--- src/rtl/cdb_arbiter.sv ---
// Common Data Bus arbiter for the Tomasulo core: picks one completed
// functional-unit result per cycle, round-robin, and broadcasts it registered.
module cdb_arbiter #(
    parameter int NUM_FU = 4,
    parameter int TAG_W  = 4,
    parameter int DATA_W = 32
) (
    input  logic                     clk,
    input  logic                     reset,
    input  logic [NUM_FU-1:0]        req_valid,
    input  logic [NUM_FU*TAG_W-1:0]  req_tag,
    input  logic [NUM_FU*DATA_W-1:0] req_data,
    output logic [NUM_FU-1:0]        grant,
    output logic                     cdb_valid,
    output logic [TAG_W-1:0]         cdb_tag,
    output logic [DATA_W-1:0]        cdb_data
);

    localparam int PTR_W = (NUM_FU > 1) ? $clog2(NUM_FU) : 1;

    logic [PTR_W-1:0]  rr_ptr;
    logic [NUM_FU-1:0] elig;
    logic              found;
    logic [PTR_W-1:0]  win;
    logic [PTR_W:0]    cand;
    logic [PTR_W-1:0]  ptr_next;
    logic [NUM_FU-1:0] grant_next;
    logic [TAG_W-1:0]  tag_next;
    logic [DATA_W-1:0] data_next;

    // A unit still holds its request during its own broadcast; mask it.
    always_comb begin
        elig = '0;
        for (int i = 0; i < NUM_FU; i++) begin
            elig[i] = req_valid[i]
                   && (req_tag[i*TAG_W +: TAG_W] != '0)
                   && !(cdb_valid && grant[i]);
        end
    end

    always_comb begin
        found = 1'b0;
        win   = '0;
        cand  = '0;
        for (int j = 0; j < NUM_FU; j++) begin
            cand = {1'b0, rr_ptr} + (PTR_W+1)'(j);
            if (cand >= (PTR_W+1)'(NUM_FU)) begin
                cand = cand - (PTR_W+1)'(NUM_FU);
            end
            if (!found && elig[cand[PTR_W-1:0]]) begin
                found = 1'b1;
                win   = cand[PTR_W-1:0];
            end
        end
    end

    always_comb begin
        grant_next = '0;
        tag_next   = '0;
        data_next  = '0;
        for (int i = 0; i < NUM_FU; i++) begin
            if (win == PTR_W'(i)) begin
                grant_next[i] = 1'b1;
                tag_next      = req_tag[i*TAG_W +: TAG_W];
                data_next     = req_data[i*DATA_W +: DATA_W];
            end
        end
    end

    always_comb begin
        ptr_next = win + PTR_W'(1);
        if (win == PTR_W'(NUM_FU - 1)) begin
            ptr_next = '0;
        end
    end

    always_ff @(posedge clk or negedge reset) begin
        if (!reset) begin
            rr_ptr    <= '0;
            grant     <= '0;
            cdb_valid <= 1'b0;
            cdb_tag   <= '0;
            cdb_data  <= '0;
        end else if (found) begin
            rr_ptr    <= ptr_next;
            grant     <= grant_next;
            cdb_valid <= 1'b1;
            cdb_tag   <= tag_next;
            cdb_data  <= data_next;
        end else begin
            grant     <= '0;
            cdb_valid <= 1'b0;
            cdb_tag   <= '0;
        end
    end

endmodule

--- config.mk ---
export PLATFORM = sky130hd
export DESIGN_NAME = cdb_arbiter
export DESIGN_NICKNAME = d
export VERILOG_FILES = /design/src/rtl/cdb_arbiter.sv
export SDC_FILE = /design/constraint.sdc
export NUM_CORES = 1
export LEC_CHECK = 0
export CAP_MARGIN = 20
export CELL_PAD_IN_SITES_DETAIL_PLACEMENT = 0
export CELL_PAD_IN_SITES_GLOBAL_PLACEMENT = 1
export CORE_UTILIZATION = 24
export CTS_CLUSTER_SIZE = 30
export DETAILED_ROUTE_END_ITERATION = 12
export HOLD_SLACK_MARGIN = 0.1
export PLACE_DENSITY_LB_ADDON = 0.12
export SYNTH_ARGS = -nofsm -noshare
export SYNTH_HDL_FRONTEND = slang
export SYNTH_SLANG_ARGS = --single-unit
--- constraint.sdc ---
create_clock -name clk -period 2.6 [get_ports clk]
set_input_delay 0.52 -clock clk [delete_from_list [all_inputs] [get_ports clk]]
set_output_delay 0.52 -clock clk [all_outputs]
set_load 0.05 [all_outputs]
==> flow_results.xml <==
<?xml version="1.0" encoding="UTF-8"?>
<metrics>
  <group name="run_status">
    <metric name="outcome" unit="">finished with violations</metric>
    <metric name="violations" unit="">negative setup slack</metric>
  </group>
  <group name="global_routing">
    <metric name="grt_antenna_before_repair" unit="">0</metric>
    <metric name="grt_usage" unit="">0.182</metric>
    <metric name="grt_pass1_wl" unit="um">18100</metric>
    <metric name="number_of_global_route_vias_before_repair" unit="">3536</metric>
    <metric name="global_route.overflow_total" unit="">0</metric>
    <metric name="pin_count_of_the_biggest_net_entering_global_routing" unit="">44</metric>
  </group>
  <group name="timing">
    <metric name="rsz0062_at_grt" unit="">true</metric>
    <metric name="worst_slew_pin_slew" unit="ns">0.610</metric>
    <metric name="final_setup_skew" unit="ns">0.00448</metric>
    <metric name="finalMaxSlewViolations" unit="">0</metric>
    <metric name="finalWorstPathRequiredPeriod" unit="ns">2.73</metric>
    <metric name="timing.slew.headroom" unit="">0.593</metric>
    <metric name="setup_viol_count_final" unit="">35</metric>
    <metric name="final.hold.worst_slack" unit="ns">0.323</metric>
    <metric name="setup_total_negative_slack" unit="ns">-3.10</metric>
    <metric name="max_freq" unit="GHz">0.367</metric>
    <metric name="setup_slack" unit="ns">-0.128</metric>
    <metric name="post-route-period-util" unit="">1.05</metric>
    <metric name="final-hold-violation-count" unit="">0</metric>
  </group>
  <group name="drt">
    <metric name="vias" unit="">3248</metric>
    <metric name="drt.antenna.violating_nets" unit="">0</metric>
    <metric name="met1_length" unit="um">4910</metric>
    <metric name="route.detailed.vias_per_inst" unit="">4.67</metric>
    <metric name="firstDrtPassIters" unit="">4</metric>
    <metric name="drt_first_iter_violations" unit="">132</metric>
    <metric name="detailroute.wirelength.met3" unit="um">831</metric>
    <metric name="average_wire_length_per_cell_after_detail_routing" unit="um">16.8</metric>
    <metric name="routed.top_layer" unit="">met4</metric>
    <metric name="remaining_drc_errors" unit="">0</metric>
    <metric name="drt_wl_total" unit="um">11700</metric>
    <metric name="routed-wl-met2" unit="um">5820</metric>
  </group>
  <group name="die">
    <metric name="floorplan.initialDensity" unit="">0.247</metric>
    <metric name="io-pin-count" unit="">191</metric>
    <metric name="rows" unit="">40</metric>
    <metric name="placeableCoreArea" unit="sq um">12100</metric>
    <metric name="floorplan.die.width" unit="um">114</metric>
    <metric name="die_h" unit="um">114</metric>
    <metric name="fp.dieArea" unit="sq um">12900</metric>
  </group>
  <group name="clocking">
    <metric name="ctsHoldBuffers" unit="">0</metric>
    <metric name="cts_tree" unit="">done</metric>
    <metric name="cts.path.max_buffers" unit="">2</metric>
    <metric name="clock_sink_count" unit="">43</metric>
    <metric name="clk-insertion-delay-late" unit="ns">0.29</metric>
    <metric name="cts-htree-levels" unit="">2</metric>
    <metric name="clock-root-buffer" unit="">clkbuf_16</metric>
    <metric name="clk_pin_slew_worst_paths" unit="ns">0.06</metric>
    <metric name="cts_inserted_buffers" unit="">5</metric>
  </group>
  <group name="placement">
    <metric name="final_weighted_congestion_in_routability_driven_placement" unit="">0.800</metric>
    <metric name="pre_cts_slack" unit="ns">-0.849</metric>
    <metric name="dp.cells" unit="">672</metric>
    <metric name="dp.final_hpwl" unit="um">8620</metric>
    <metric name="placed_cell_area" unit="sq um">5660</metric>
    <metric name="placement.io_buffers" unit="">190</metric>
  </group>
  <group name="synth">
    <metric name="postSynthNetCount" unit="">450</metric>
    <metric name="yosysSeqAreaShare" unit="">0.359</metric>
    <metric name="yosysWarningCount" unit="">0</metric>
    <metric name="synth_area" unit="sq um">3000</metric>
    <metric name="synth_edf_count" unit="">0</metric>
    <metric name="synth_cells" unit="">296</metric>
    <metric name="dominantRegCellSynth" unit="">dfrtp_1</metric>
    <metric name="synthArstFlopShare" unit="">1.00</metric>
    <metric name="synth.ff_latch_count" unit="">43</metric>
    <metric name="synth_cell_types" unit="">34</metric>
    <metric name="synth_area_per_cell" unit="sq um">10.1</metric>
  </group>
  <group name="critical_path">
    <metric name="required" unit="ns">2.77</metric>
    <metric name="rrSetupSlack" unit="ns">-0.06</metric>
    <metric name="cp.arrival" unit="ns">2.90</metric>
    <metric name="crit_top_cell" unit="">buf_6</metric>
    <metric name="number_of_cells_on_the_worst_reg_to_reg_path" unit="">9</metric>
    <metric name="crit_path_top_delay_cell" unit="">or4_4</metric>
    <metric name="peak_per_stage_delay_on_the_critical_path" unit="ns">0.54</metric>
    <metric name="crit_path_cell_chain" unit="">buf_6 &gt; or4_4 &gt; a32oi_2 &gt; o21bai_4 &gt; a21oi_1 &gt; ha_4 &gt; buf_6 &gt; nor2b_1 &gt; o31ai_1 &gt; mux2_4</metric>
    <metric name="worst_r2r_startpoint" unit="">cdb_valid</metric>
    <metric name="critical_path_peak_fanout" unit="">16</metric>
    <metric name="crit-reg2reg-capture" unit="">cdb_data[25]</metric>
    <metric name="worstSetupPathType" unit="">in -&gt; reg</metric>
    <metric name="worst_setup_sp_type" unit="">input port</metric>
    <metric name="worst_setup_path_end_kind" unit="">register</metric>
  </group>
  <group name="pwr">
    <metric name="pwr_density_cell" unit="nW/um^2">1340</metric>
    <metric name="irDropWorstVdd" unit="V">0.000518</metric>
    <metric name="power.total" unit="mW">8.33</metric>
    <metric name="power.static_leakage" unit="nW">2.54</metric>
  </group>
  <group name="layout">
    <metric name="layout.filler_cells" unit="">1167</metric>
    <metric name="finish.utilization" unit="">0.515</metric>
    <metric name="post_route_cells_drive_above_1_share" unit="">0.340</metric>
    <metric name="flow.area_growth_from_synthesis" unit="%">108</metric>
    <metric name="post_layout_nonfiller_instances" unit="">695</metric>
    <metric name="num-nets-final" unit="">680</metric>
    <metric name="design_area" unit="sq um">6240</metric>
    <metric name="antennaDiodeCount" unit="">0</metric>
  </group>
  <group name="hold_path">
    <metric name="hold_path_class" unit="">in -&gt; async</metric>
  </group>
  <group name="job">
    <metric name="drv.max_cap_violation_count" unit="">0</metric>
  </group>
</metrics>
[final cells by class]
type	instances	area, sq um	share of cell area
clock buffer	8	156	0.0251
inverter	4	15.0	0.00241
multi-input combinational	221	2250	0.361
sequential	43	1080	0.173
tap	168	210	0.0337
timing repair buffer	251	2530	0.406
[metal layers]
metal | up-vias | GRT usage
met3 | 8 | 0.0505
met5 | - | 0
met4 | 0 | 0.0412
met1 | 1542 | 0.210
met2 | 120 | 0.331
li1 | 1578 | -
[Yosys cell counts, drive strengths merged, types with 4 or more instances]
cell type,number,area share
and2,8,0.017
dfrtp,43,0.36
a221oi,33,0.096
ha,4,0.017
mux2,33,0.16
nor2b,34,0.071
inv,4,0.0050
clkbuf,24,0.030
a21oi,9,0.015
nand2,38,0.048
buf,4,0.015
o31ai,34,0.085
[cell families after synthesis]
| group | count (synthesis) | share of synthesized area |
|---|---|---|
| compound gates | 95 | 0.253 |
| buf+inv | 32 | 0.0501 |
| mux | 33 | 0.163 |
| simple gates | 89 | 0.158 |
| flops | 43 | 0.359 |
| fa+ha+maj | 4 | 0.0167 |
[state kept, by name (all words and copies together), names as in the netlist]
signal	count
cdb_data	32
grant	4
cdb_tag	4
cdb_valid	1
rr_ptr	2
[placed cells by master, fill, tap and decap left out, types with 3 or more instances in the layout]
cell type | Yosys | routed
buf_4 | 0 | 39
nor2b_1 | 34 | 33
clkbuf_16 | 0 | 6
buf_6 | 4 | 11
buf_2 | 0 | 10
dlygate4sd2_1 | 0 | 3
and2_1 | 8 | 8
o31ai_2 | 0 | 3
dfrtp_1 | 43 | 42
a21oi_1 | 9 | 8
a221oi_2 | 0 | 25
nand2_1 | 37 | 37
clkdlybuf4s50_1 | 0 | 170
a221oi_4 | 0 | 8
mux2_4 | 31 | 31
a22o_1 | 3 | 3
ha_4 | 0 | 4
o31ai_1 | 34 | 31
inv_1 | 4 | 4
buf_12 | 0 | 10
or4_4 | 1 | 3
[how the worst max path moves through the flow]
stage / start / endpoint / slack [ns] / depth (start not counted)
floorplan: req_tag[3] / cdb_data[10] / -0.17 / 11
global route: req_tag[13] / cdb_data[21] / -0.23 / 12
CTS: req_tag[3] / cdb_data[21] / -0.13 / 12
global placement: req_tag[1] / cdb_data[0] / -0.84 / 12
detailed placement: req_tag[1] / cdb_data[0] / -0.85 / 12
finish: req_tag[3] / cdb_data[25] / -0.13 / 10
[critical path: cells and delay by family]
kind	cells	cell delay, ns
simple gates	2	0.71
fa+ha+maj	1	0.29
mux	1	0.26
buf+inv	2	0.31
compound gates	4	0.81
[power breakdown]
group	leakage [nW]	total [mW]	internal, mW	switching, mW
Clock	0.0772	0.687	0.410	0.277
Sequential	0.528	1.22	1.02	0.201
Combinational	1.94	6.42	3.30	3.12
[what timing repair did]
item / in CTS / in global routing
gates resized for setup: 105 / 12
setup buffers: 12 / 1
setup endpoints to repair: 39 / 36
cloned: 2 / 1
pin swaps: 47 / 13
Note: power is estimated with default switching activity, not from simulation.
